### config.mk
export PLATFORM = sky130hd
export DESIGN_NAME = sram_arbiter
export DESIGN_NICKNAME = d
export VERILOG_FILES = /design/src/rtl/sram_arbiter_pkg.sv /design/src/rtl/sram_access_timer.sv /design/src/rtl/sram_arbiter.sv
export SDC_FILE = /design/constraint.sdc
export NUM_CORES = 1
export LEC_CHECK = 0
export CAP_MARGIN = 20
export CORE_ASPECT_RATIO = 1.5
export CORE_MARGIN = 2
export CORE_UTILIZATION = 46
export CTS_CLUSTER_DIAMETER = 150
export DETAILED_ROUTE_END_ITERATION = 7
export GPL_TIMING_DRIVEN = 0
export PLACE_DENSITY = 0.94
export RECOVER_POWER = 25
export SYNTH_ARGS = -nofsm -noshare
export SYNTH_HDL_FRONTEND = slang
export SYNTH_HIERARCHICAL = 1
export SYNTH_SLANG_ARGS = --single-unit
### constraint.sdc
create_clock -name Clock -period 4 [get_ports Clock]
set_input_delay 0.8 -clock Clock [delete_from_list [all_inputs] [get_ports Clock]]
set_output_delay 0.8 -clock Clock [all_outputs]
set_load 0.1 [all_outputs]
### src/rtl/sram_arbiter_pkg.sv
// Shared definitions for the SRAM arbiter: parameter defaults, timer width
// and the arbiter FSM state encoding.
package sram_arbiter_pkg;

    localparam int DEF_ADDR_W        = 19;
    localparam int DEF_DATA_W        = 8;
    localparam int DEF_ACCESS_CYCLES = 2;
    localparam int DEF_CPU_MAX_WAIT  = 4;

    // Wide enough for ACCESS_CYCLES and CPU_MAX_WAIT (both at most 15)
    localparam int TIMER_W = 4;

    typedef enum logic [1:0] {
        ST_IDLE   = 2'd0,
        ST_ACCESS = 2'd1,
        ST_DONE   = 2'd2
    } state_e;

endpackage

### src/rtl/sram_access_timer.sv
// Down-counter that times the strobe phase of one SRAM access.
module sram_access_timer import sram_arbiter_pkg::*; #(
    parameter int WIDTH = TIMER_W
) (
    input  logic             Clock,
    input  logic             Reset,
    input  logic             load,
    input  logic [WIDTH-1:0] load_value,
    input  logic             en,
    output logic             zero
);

    localparam logic [WIDTH-1:0] ONE = WIDTH'(1);

    logic [WIDTH-1:0] count_r;

    // zero flags the final strobe cycle: the count runs out at the coming edge
    assign zero = (count_r <= ONE);

    // Count register: load on grant, decrement while the access is running
    always_ff @(posedge Clock) begin
        if (Reset) begin
            count_r <= {WIDTH{1'b0}};
        end else if (load) begin
            count_r <= load_value;
        end else if (en && (count_r != {WIDTH{1'b0}})) begin
            count_r <= count_r - ONE;
        end else begin
            count_r <= count_r;
        end
    end

endmodule

### src/rtl/sram_arbiter.sv
// Two-port SRAM arbiter: VGA reads have priority, CPU reads/writes are
// guaranteed service after CPU_MAX_WAIT consecutive VGA grants.
module sram_arbiter import sram_arbiter_pkg::*; #(
    parameter int ADDR_W        = DEF_ADDR_W,
    parameter int DATA_W        = DEF_DATA_W,
    parameter int ACCESS_CYCLES = DEF_ACCESS_CYCLES,
    parameter int CPU_MAX_WAIT  = DEF_CPU_MAX_WAIT
) (
    input  logic              Clock,
    input  logic              Reset,
    input  logic              iVgaReq,
    input  logic [ADDR_W-1:0] iVgaAddr,
    output logic              oVgaAck,
    output logic [DATA_W-1:0] oVgaData,
    input  logic              iCpuReq,
    input  logic              iCpuWe,
    input  logic [ADDR_W-1:0] iCpuAddr,
    input  logic [DATA_W-1:0] iCpuData,
    output logic              oCpuAck,
    output logic [DATA_W-1:0] oCpuData,
    output logic [ADDR_W-1:0] oSramAddr,
    output logic [DATA_W-1:0] oSramDataOut,
    output logic              oSramDataOe,
    input  logic [DATA_W-1:0] iSramDataIn,
    output logic              oSramCe,
    output logic              oSramWe,
    output logic              oSramOe
);

    localparam logic [TIMER_W-1:0] ACCESS_LOAD = TIMER_W'(ACCESS_CYCLES);
    localparam logic [TIMER_W-1:0] MAX_WAIT    = TIMER_W'(CPU_MAX_WAIT);
    localparam logic [TIMER_W-1:0] WAIT_ONE    = TIMER_W'(1);

    state_e              state_r, state_s;
    logic [TIMER_W-1:0]  wait_r, wait_s;
    logic                is_cpu_r, is_cpu_s;
    logic                is_write_r, is_write_s;
    logic [ADDR_W-1:0]   addr_r, addr_s;
    logic [DATA_W-1:0]   dout_r, dout_s;
    logic                doe_r, doe_s;
    logic                ce_r, ce_s;
    logic                we_r, we_s;
    logic                oe_r, oe_s;
    logic                vga_ack_r, vga_ack_s;
    logic                cpu_ack_r, cpu_ack_s;
    logic [DATA_W-1:0]   vga_data_r, vga_data_s;
    logic [DATA_W-1:0]   cpu_data_r, cpu_data_s;
    logic                timer_load_s, timer_en_s, timer_zero_s;
    logic                grant_cpu_s;

    sram_access_timer #(
        .WIDTH (TIMER_W)
    ) u_timer (
        .Clock      (Clock),
        .Reset      (Reset),
        .load       (timer_load_s),
        .load_value (ACCESS_LOAD),
        .en         (timer_en_s),
        .zero       (timer_zero_s)
    );

    // The CPU only overrides a concurrent VGA request once it has waited its quota
    assign grant_cpu_s = iCpuReq && (!iVgaReq || (wait_r == MAX_WAIT));

    // Next-state and next-output logic; every bus output is registered below
    always_comb begin
        state_s      = state_r;
        wait_s       = wait_r;
        is_cpu_s     = is_cpu_r;
        is_write_s   = is_write_r;
        addr_s       = addr_r;
        dout_s       = dout_r;
        doe_s        = doe_r;
        ce_s         = ce_r;
        we_s         = we_r;
        oe_s         = oe_r;
        vga_ack_s    = 1'b0;
        cpu_ack_s    = 1'b0;
        vga_data_s   = vga_data_r;
        cpu_data_s   = cpu_data_r;
        timer_load_s = 1'b0;
        timer_en_s   = 1'b0;
        case (state_r)
            ST_IDLE: begin
                if (iCpuReq || iVgaReq) begin
                    state_s      = ST_ACCESS;
                    timer_load_s = 1'b1;
                    ce_s         = 1'b0;
                    if (grant_cpu_s) begin
                        is_cpu_s   = 1'b1;
                        is_write_s = iCpuWe;
                        addr_s     = iCpuAddr;
                        wait_s     = {TIMER_W{1'b0}};
                        we_s       = ~iCpuWe;
                        oe_s       = iCpuWe;
                        doe_s      = iCpuWe;
                        if (iCpuWe) begin
                            dout_s = iCpuData;
                        end else begin
                            dout_s = dout_r;
                        end
                    end else begin
                        is_cpu_s   = 1'b0;
                        is_write_s = 1'b0;
                        addr_s     = iVgaAddr;
                        we_s       = 1'b1;
                        oe_s       = 1'b0;
                        doe_s      = 1'b0;
                        if (iCpuReq && (wait_r != MAX_WAIT)) begin
                            wait_s = wait_r + WAIT_ONE;
                        end else begin
                            wait_s = wait_r;
                        end
                    end
                end else begin
                    state_s = ST_IDLE;
                end
            end
            ST_ACCESS: begin
                timer_en_s = 1'b1;
                if (timer_zero_s) begin
                    state_s = ST_DONE;
                    ce_s    = 1'b1;
                    we_s    = 1'b1;
                    oe_s    = 1'b1;
                    if (is_cpu_r) begin
                        cpu_ack_s = 1'b1;
                    end else begin
                        vga_ack_s = 1'b1;
                    end
                    if (!is_write_r && is_cpu_r) begin
                        cpu_data_s = iSramDataIn;
                    end else if (!is_write_r) begin
                        vga_data_s = iSramDataIn;
                    end else begin
                        cpu_data_s = cpu_data_r;
                    end
                end else begin
                    state_s = ST_ACCESS;
                end
            end
            ST_DONE: begin
                // Address and write data stay on the bus through DONE for hold time
                state_s = ST_IDLE;
                doe_s   = 1'b0;
            end
            default: begin
                state_s = ST_IDLE;
                ce_s    = 1'b1;
                we_s    = 1'b1;
                oe_s    = 1'b1;
                doe_s   = 1'b0;
            end
        endcase
    end

    // State, grant bookkeeping and registered SRAM/requester outputs
    always_ff @(posedge Clock) begin
        if (Reset) begin
            state_r    <= ST_IDLE;
            wait_r     <= {TIMER_W{1'b0}};
            is_cpu_r   <= 1'b0;
            is_write_r <= 1'b0;
            addr_r     <= {ADDR_W{1'b0}};
            dout_r     <= {DATA_W{1'b0}};
            doe_r      <= 1'b0;
            ce_r       <= 1'b1;
            we_r       <= 1'b1;
            oe_r       <= 1'b1;
            vga_ack_r  <= 1'b0;
            cpu_ack_r  <= 1'b0;
            vga_data_r <= {DATA_W{1'b0}};
            cpu_data_r <= {DATA_W{1'b0}};
        end else begin
            state_r    <= state_s;
            wait_r     <= wait_s;
            is_cpu_r   <= is_cpu_s;
            is_write_r <= is_write_s;
            addr_r     <= addr_s;
            dout_r     <= dout_s;
            doe_r      <= doe_s;
            ce_r       <= ce_s;
            we_r       <= we_s;
            oe_r       <= oe_s;
            vga_ack_r  <= vga_ack_s;
            cpu_ack_r  <= cpu_ack_s;
            vga_data_r <= vga_data_s;
            cpu_data_r <= cpu_data_s;
        end
    end

    assign oSramAddr    = addr_r;
    assign oSramDataOut = dout_r;
    assign oSramDataOe  = doe_r;
    assign oSramCe      = ce_r;
    assign oSramWe      = we_r;
    assign oSramOe      = oe_r;
    assign oVgaAck      = vga_ack_r;
    assign oCpuAck      = cpu_ack_r;
    assign oVgaData     = vga_data_r;
    assign oCpuData     = cpu_data_r;

endmodule

==> summary.txt, run 1 <==
Synth
  – Register area share after synthesis: 47.4%
  – Cells after Synth: 300
  – Post-synthesis mux area share: 6.61%
  – Main flop type after synthesis: dfxtp_1
  – Post-synthesis async set-or-reset flop share: 0%
  – Mapped Area: 0.00258 mm²
  – Simple-Gate Fraction of Synth Area: 20.8%
  – Largest family of logic cells by synthesized area: simple AND/OR/NAND/NOR gates
  – Warnings, synthesis: 6
  – Xor/xnor share of the synthesized area: 0%
  – Post-synth EDFFs: 0
  – Distinct cells, synth: 43
  – Number of synthesized register bits: 61
  – Syn_area_per_cell: 8.59 µm²
  – Area share of fa/ha/maj cells after synthesis: 2.43%
  – Synth Area in Compound Gates: 17.8%

Critical path
  – Worst Path Max Fanout: 15
  – CP Class: in2reg
  – CP Capture Type: flip-flop
  – R2R Setup Slk: 1.71 ns
  – WP data required: 4.22 ns
  – Crit start category: input port
  – Reg2reg path depth: 6
  – CP Data Arrival Time: 3.13 ns

Place
  – Post-DP Area: 0.00373 mm²
  – I/O Buffers: 106
  – Placer Congestion: 0.802
  – Pre-CTS setup slack: 1.39 ns
  – HPWL after DPL: 5220 µm

Clock tree
  – CTS tree: done
  – Post-CTS Setup Bufs: 0
  – H-tree Lvls: 3
  – CTS max path bufs: 2
  – # hold bufs at CTS: 0
  – Worst skew pair latency: 0.34 ns
  – CTS Buf Count: 9
  – Clock sinks: 61
  – CTS resizes: 0
  – Root Buffer: clkbuf_8
  – Clk slew on worst S/H paths: 0.07 ns

Pwr
  – VDD IR max: 368 µV
  – Pleak: 1.55 nW
  – PwrDens: 498 mW/mm²

GRT
  – Initial antenna violation count: 0
  – Vias in the first global route: 2628
  – Largest net degree at the start of global routing: 16
  – Grt ovf: 0
  – Total GRT Usage: 25.2%
  – First-pass GRT wire length: 12000 µm

Timing
  – Hold Fails Final Rpt: 0
  – Clk_skew: 0.00828 ns
  – RSZ-0062 raised after global routing: no
  – Final period util: 72.5%
  – Setup TNS: 0 ns
  – Actual slew at the worst max-slew pin: 1.03 ns
  – Max_slew headroom: 31.2%
  – Worst Setup Slack, final: 1.10 ns
  – Fin crit period: 2.90 ns
  – Final Setup Violations: 0
  – F_max: 345 MHz
  – Slew Limit Fails: 0

Layout
  – Area Overhead vs Synth: 52.0%
  – Layout cells sized above 1: 7.08%
  – Final nets: 483
  – Diodes inserted: 0
  – FILL cells: 428
  – Final instance area: 0.00392 mm²

Floorplan
  – Rows: 33
  – # IOs: 108
  – Die W: 65.1 µm
  – Core area: 0.00545 mm²
  – Die H: 95.7 µm
  – Die footprint: 0.00623 mm²
  – Starting density of the core: 47.3%

Routing
  – Post-route DRC: 0
  – Total Wirelength: 7260 µm
  – Wire length per cell: 14.7 µm
  – Routed met3 length: 294 µm
  – Drt pass-1 iters: 4
  – Via count: 2547
  – Post-DRT Antenna Nets: 0
  – Wl on met1: 2850 µm
  – Uppermost routed layer: met4
  – Metal2 WL: 3840 µm
  – Starting DRT DRC Count: 166
  – DR vias/cell: 5.16

Run
  – Max Cap Viol: 0

Worst hold path
  – Hold Crit Depth: 2
  – Worst Hold Class: reg2reg

Run status
  – Status: completed
synthesized netlist by cell type, types with 2 or more instances:
cell / n / area (µm²)
dfxtp_1: 61 / 1220
conb_1: 2 / 7.51
buf_2: 8 / 40.0
inv_1: 8 / 30.0
o21ai_0: 2 / 10.0
nor2_1: 48 / 180
and2_1: 2 / 12.5
nor2b_1: 3 / 18.8
or3_1: 3 / 18.8
ha_1: 5 / 62.6
a21oi_1: 35 / 175
a211oi_1: 20 / 150
nand2_1: 42 / 158
nand3_1: 4 / 20.0
mux2i_1: 17 / 170
clkbuf_1: 8 / 30.0
nor3_1: 5 / 25.0
o21bai_1: 2 / 15.0
worst max-delay path: stages:
cell,delay [ns]
dlygate4sd3_1,0.64
o21ai_0,0.55
inv_1,0.27
clkbuf_1,0.37
nand2_1,0.14
nor2_1,0.05
a311o_1,0.31
cells by family (layout without fill, tap and decap cells):
| kind of cell | after synthesis | count (layout) |
|---|---|---|
| buf+inv | 26 | 148 |
| fa+ha+maj | 5 | 5 |
| other cells | 2 | 4 |
| compound gates | 71 | 71 |
| flops | 61 | 61 |
| simple gates | 118 | 118 |
| mux | 17 | 17 |
layer usage:
metal	vias to the layer above	track usage, %
met3	24	6.14
li1	1265	-
met1	1179	27.3
met5	-	0
met4	0	14.2
met2	79	44.6
where the power goes:
| group | total [mW] | internal (mW) | switching, mW |
|---|---|---|---|
| clock network | 0.528 | 0.284 | 0.244 |
| registers | 0.701 | 0.665 | 0.0357 |
| logic | 0.722 | 0.211 | 0.511 |
| total | 1.95 | 1.16 | 0.791 |
through the flow:
stage | total power [mW] | hold WS, ns | util (%) | std cells
2_1_floorplan | 1.23 | 0.462 | - | 302
3_3_place_gp | 1.42 | 0.442 | 68.5 | 478
3_5_place_dp | 1.43 | 0.448 | 68.5 | 478
4_1_cts | 1.96 | 0.458 | 72.0 | 494
5_1_grt | 2.03 | 0.493 | 71.9 | 494
6_report | 1.95 | 0.459 | 71.9 | 494
registers in the layout, summed over array words and instances, names as in the netlist:
signal,count
u_timer/count_r,4
oSramDataOe,1
oVgaData,8
is_cpu_r,1
oSramCe,1
oVgaAck,1
oSramAddr,19
oSramWe,1
oSramDataOut,8
wait_r,4
oCpuData,8
is_write_r,1
oSramOe,1
state_r,2
oCpuAck,1
path summary, 6_finish.rpt:
path                   endpoint   startpoint
max          u_timer/count_r[1]      iCpuReq
min                 oVgaData[1]  oVgaData[1]
max reg2reg  u_timer/count_r[1]   state_r[1]
min reg2reg         oVgaData[1]  oVgaData[1]
cell usage in the layout (no fill, tap or decap), types with 4 or more instances in the layout:
master             n
clkdlybuf4s50_1  104
dfxtp_1           61
nor2_1            48
nand2_1           42
a21oi_1           35
a211oi_1          20
mux2i_1           17
clkbuf_1          10
clkbuf_8           9
inv_1              8
buf_2              6
nor3_1             5
ha_1               5
nand3_1            4
clkinv_2           4
conb_1             4
area by class of cell:
cell class                 count  area [µm²]  area share (%)
timing repair buffer         106        1060            27.1
clock inverter                 7        66.3            1.69
multi-input combinational    215        1240            31.7
buffer                        18        86.3            2.20
clock buffer                   9         124            3.16
inverter                       8        30.0           0.767
tap                           70        87.6            2.24
sequential                    61        1220            31.2
No activity file was read; power rests on OpenSTA's default activity.
==> inputs of run 2 (changes only) <==
--- a/config.mk
+++ b/config.mk
@@ -8,11 +8,11 @@
 export CAP_MARGIN = 20
 export CORE_ASPECT_RATIO = 1.5
 export CORE_MARGIN = 2
-export CORE_UTILIZATION = 46
+export CORE_UTILIZATION = 42
 export CTS_CLUSTER_DIAMETER = 150
 export DETAILED_ROUTE_END_ITERATION = 7
 export GPL_TIMING_DRIVEN = 0
-export PLACE_DENSITY = 0.94
+export PLACE_DENSITY = 0.88
 export RECOVER_POWER = 25
 export SYNTH_ARGS = -nofsm -noshare
 export SYNTH_HDL_FRONTEND = slang
==> constraint.sdc (replaced) <==
create_clock -name Clock -period 2.76 [get_ports Clock]
set_input_delay 0.552 -clock Clock [delete_from_list [all_inputs] [get_ports Clock]]
set_output_delay 0.552 -clock Clock [all_outputs]
set_load 0.1 [all_outputs]
==> run 2 against run 1 <==
Against the previous run:
- critical path depth fell by 6
- final area rose by 1.3%
- via count rose by 0.47%
- wire length rose by 0.74%
- final cell count rose by 0.81%
- utilization fell by 6.2 points
- sequential share of layout area fell by 0.41 points
==> summary.txt, run 2 (same netlist as run 1, synthesis figures left out) <==
Run status
  – Status: completed

Timing
  – RSZ-0062 raised after global routing: no
  – Final period util: 86.7%
  – F_max: 418 MHz
  – Clk_skew: 0.00813 ns (-0.000150 ns)
  – Actual slew at the worst max-slew pin: 1.03 ns (+0.00519 ns)
  – Slew Limit Fails: 0 (unchanged)
  – Max_slew headroom: 30.8% (-0.35 points)
  – Hold Fails Final Rpt: 0 (unchanged)
  – Setup TNS: 0 ns (unchanged)
  – Fin crit period: 2.39 ns
  – Final Setup Violations: 0 (unchanged)

Floorplan
  – Die footprint: 0.00679 mm² (+9.0%)
  – Die W: 67.9 µm (+4.4%)
  – # IOs: 108 (unchanged)
  – Core area: 0.00604 mm² (+11%)
  – Starting density of the core: 42.6% (-4.6 points)
  – Rows: 35 (+6.1%)
  – Die H: 99.9 µm (+4.5%)

Routing
  – Starting DRT DRC Count: 129 (-22%)
  – Drt pass-1 iters: 4 (unchanged)
  – Post-route DRC: 0 (unchanged)
  – Wire length per cell: 14.7 µm (about the same)
  – DR vias/cell: 5.14 (-0.34%)
  – Post-DRT Antenna Nets: 0 (unchanged)
  – Total Wirelength: 7320 µm (+0.74%)
  – Via count: 2559 (+0.47%)

Critical path
  – Top Family by Delay on Critical Path: buffers and inverters
  – CP peak stage delay: 1.16 ns (+0.52 ns)
  – Buf/Inv on CP: 1 (-2)
  – Crit start category: flip-flop
  – Worst Path Max Fanout: 2 (-13)
  – CP Data Arrival Time: 1.84 ns (-1.29 ns)
  – WP data required: 2.21 ns (-2.01 ns)
  – Worst path slowest cell: clkdlybuf4s50_1
  – CP Class: reg2out
  – CP Capture Type: output pin
  – Crit path cell chain: clkdlybuf4s50_1

Layout
  – Most frequent cells in the layout: clkdlybuf4s50_1 (104), dfxtp_1 (61), nor2_1 (48)
  – Final non-filler cell total: 498 (+0.81%)
  – Commonest non-fill, non-tap cell in the layout: clkdlybuf4s50_1
  – Final nets: 483 (unchanged)
  – Layout cells sized above 1: 7.31% (+0.24 points)
  – Diodes inserted: 0 (unchanged)
  – Area Overhead vs Synth: 54.1%
  – FILL cells: 485 (+13%)
  – Number of flip-flops under the largest register name: 19 (unchanged)

Place
  – Placer Congestion: 0.812 (+1.2%)
  – I/O Buffers: 106 (unchanged)
  – HPWL after DPL: 5380 µm (+3.1%)
  – Cells after DPL: 482 (+0.84%)

GRT
  – Total GRT Usage: 22.8% (-2.4 points)
  – Grt ovf: 0 (unchanged)
  – Initial antenna violation count: 0 (unchanged)
  – First-pass GRT wire length: 11900 µm (-0.86%)
  – Largest net degree at the start of global routing: 16 (unchanged)
  – Vias in the first global route: 2599 (-1.1%)

Clock tree
  – CTS max path bufs: 2 (unchanged)
  – Clk slew on worst S/H paths: 0.07 ns (about the same)
  – Worst skew pair latency: 0.33 ns (about the same)
  – CTS Buf Count: 9 (unchanged)
  – CTS resizes: 0 (unchanged)
  – Root Buffer: clkbuf_8
  – Post-CTS Setup Bufs: 0 (unchanged)
  – CTS tree: done
  – # hold bufs at CTS: 0 (unchanged)
  – Clock sinks: 61 (unchanged)
  – H-tree Lvls: 3 (unchanged)

Pwr
  – VDD IR max: 558 µV (+52%)
  – PwrDens: 748 mW/mm² (+50%)
  – Pleak: 1.57 nW (+1.5%)

Worst hold path
  – Worst Hold Class: reg2reg

Run
  – Max Cap Viol: 0 (unchanged)
-- run 2: cell count changes in the layout (fill, tap and decap cells not counted), sizes merged --
cell      previous run  this run
clkbuf              19        21
clkinvlp             1         0
bufinv               1         2
clkinv               5         3
-- run 2: path summary, 6_finish.rpt --
path | start | endpoint | slack (ns) | cells past startpoint
setup reg to reg | u_timer/count_r[0] | oVgaData[7] | 0.48 | 8
setup / recovery | oVgaData[0] | oVgaData[0] | 0.37 | 1
hold / removal | oVgaData[2] | oVgaData[2] | 0.47 | 2
hold reg to reg | oVgaData[2] | oVgaData[2] | 0.47 | 2
-- run 2: cell type report --
type,instances,area (µm²),share of cell area (%)
plain buffers,18,86.3,2.18
clock buffers,11,151,3.81
clock inverters,5,82.6,2.08
inverters,8,30.0,0.757
multi-input cells,215,1240,31.3
flip-flops and latches,61,1220,30.8
well taps,74,92.6,2.33
repair buffers,106,1060,26.7
-- run 2: power by group --
part	switching [mW]	internal, mW	leakage, nW
registers	0.0527	0.964	0.500
logic	0.737	0.307	0.951
clock network	0.350	0.559	0.120
-- run 2: routing by layer --
metal | wire length, µm | GRT usage [%]
met5 | 0 | 0
met4 | 314 | 12.0
met3 | 256 | 4.26
met2 | 4000 | 41.0
met1 | 2740 | 24.3
-- run 2: stage by stage --
step	setup slack [ns]	cell area [µm²]	hold slack, ns	power (mW)	util (%)
6_report	0.368	3970	0.468	2.97	65.7
5_1_grt	0.270	3970	0.499	3.08	65.7
4_1_cts	0.359	3970	0.469	2.99	65.7
3_5_place_dp	0.439	3740	0.449	2.07	61.8
3_3_place_gp	0.487	3740	0.442	2.05	61.8
2_1_floorplan	0.936	2580	0.462	1.78	-
==> inputs of run 3 (changes only) <==
--- a/config.mk
+++ b/config.mk
@@ -10,6 +10,7 @@
 export CORE_MARGIN = 2
 export CORE_UTILIZATION = 42
 export CTS_CLUSTER_DIAMETER = 150
+export CTS_CLUSTER_SIZE = 20
 export DETAILED_ROUTE_END_ITERATION = 7
 export GPL_TIMING_DRIVEN = 0
 export PLACE_DENSITY = 0.88
==> results of run 3 <==
Final layout, timing and power as in run 2 (identical DEF).
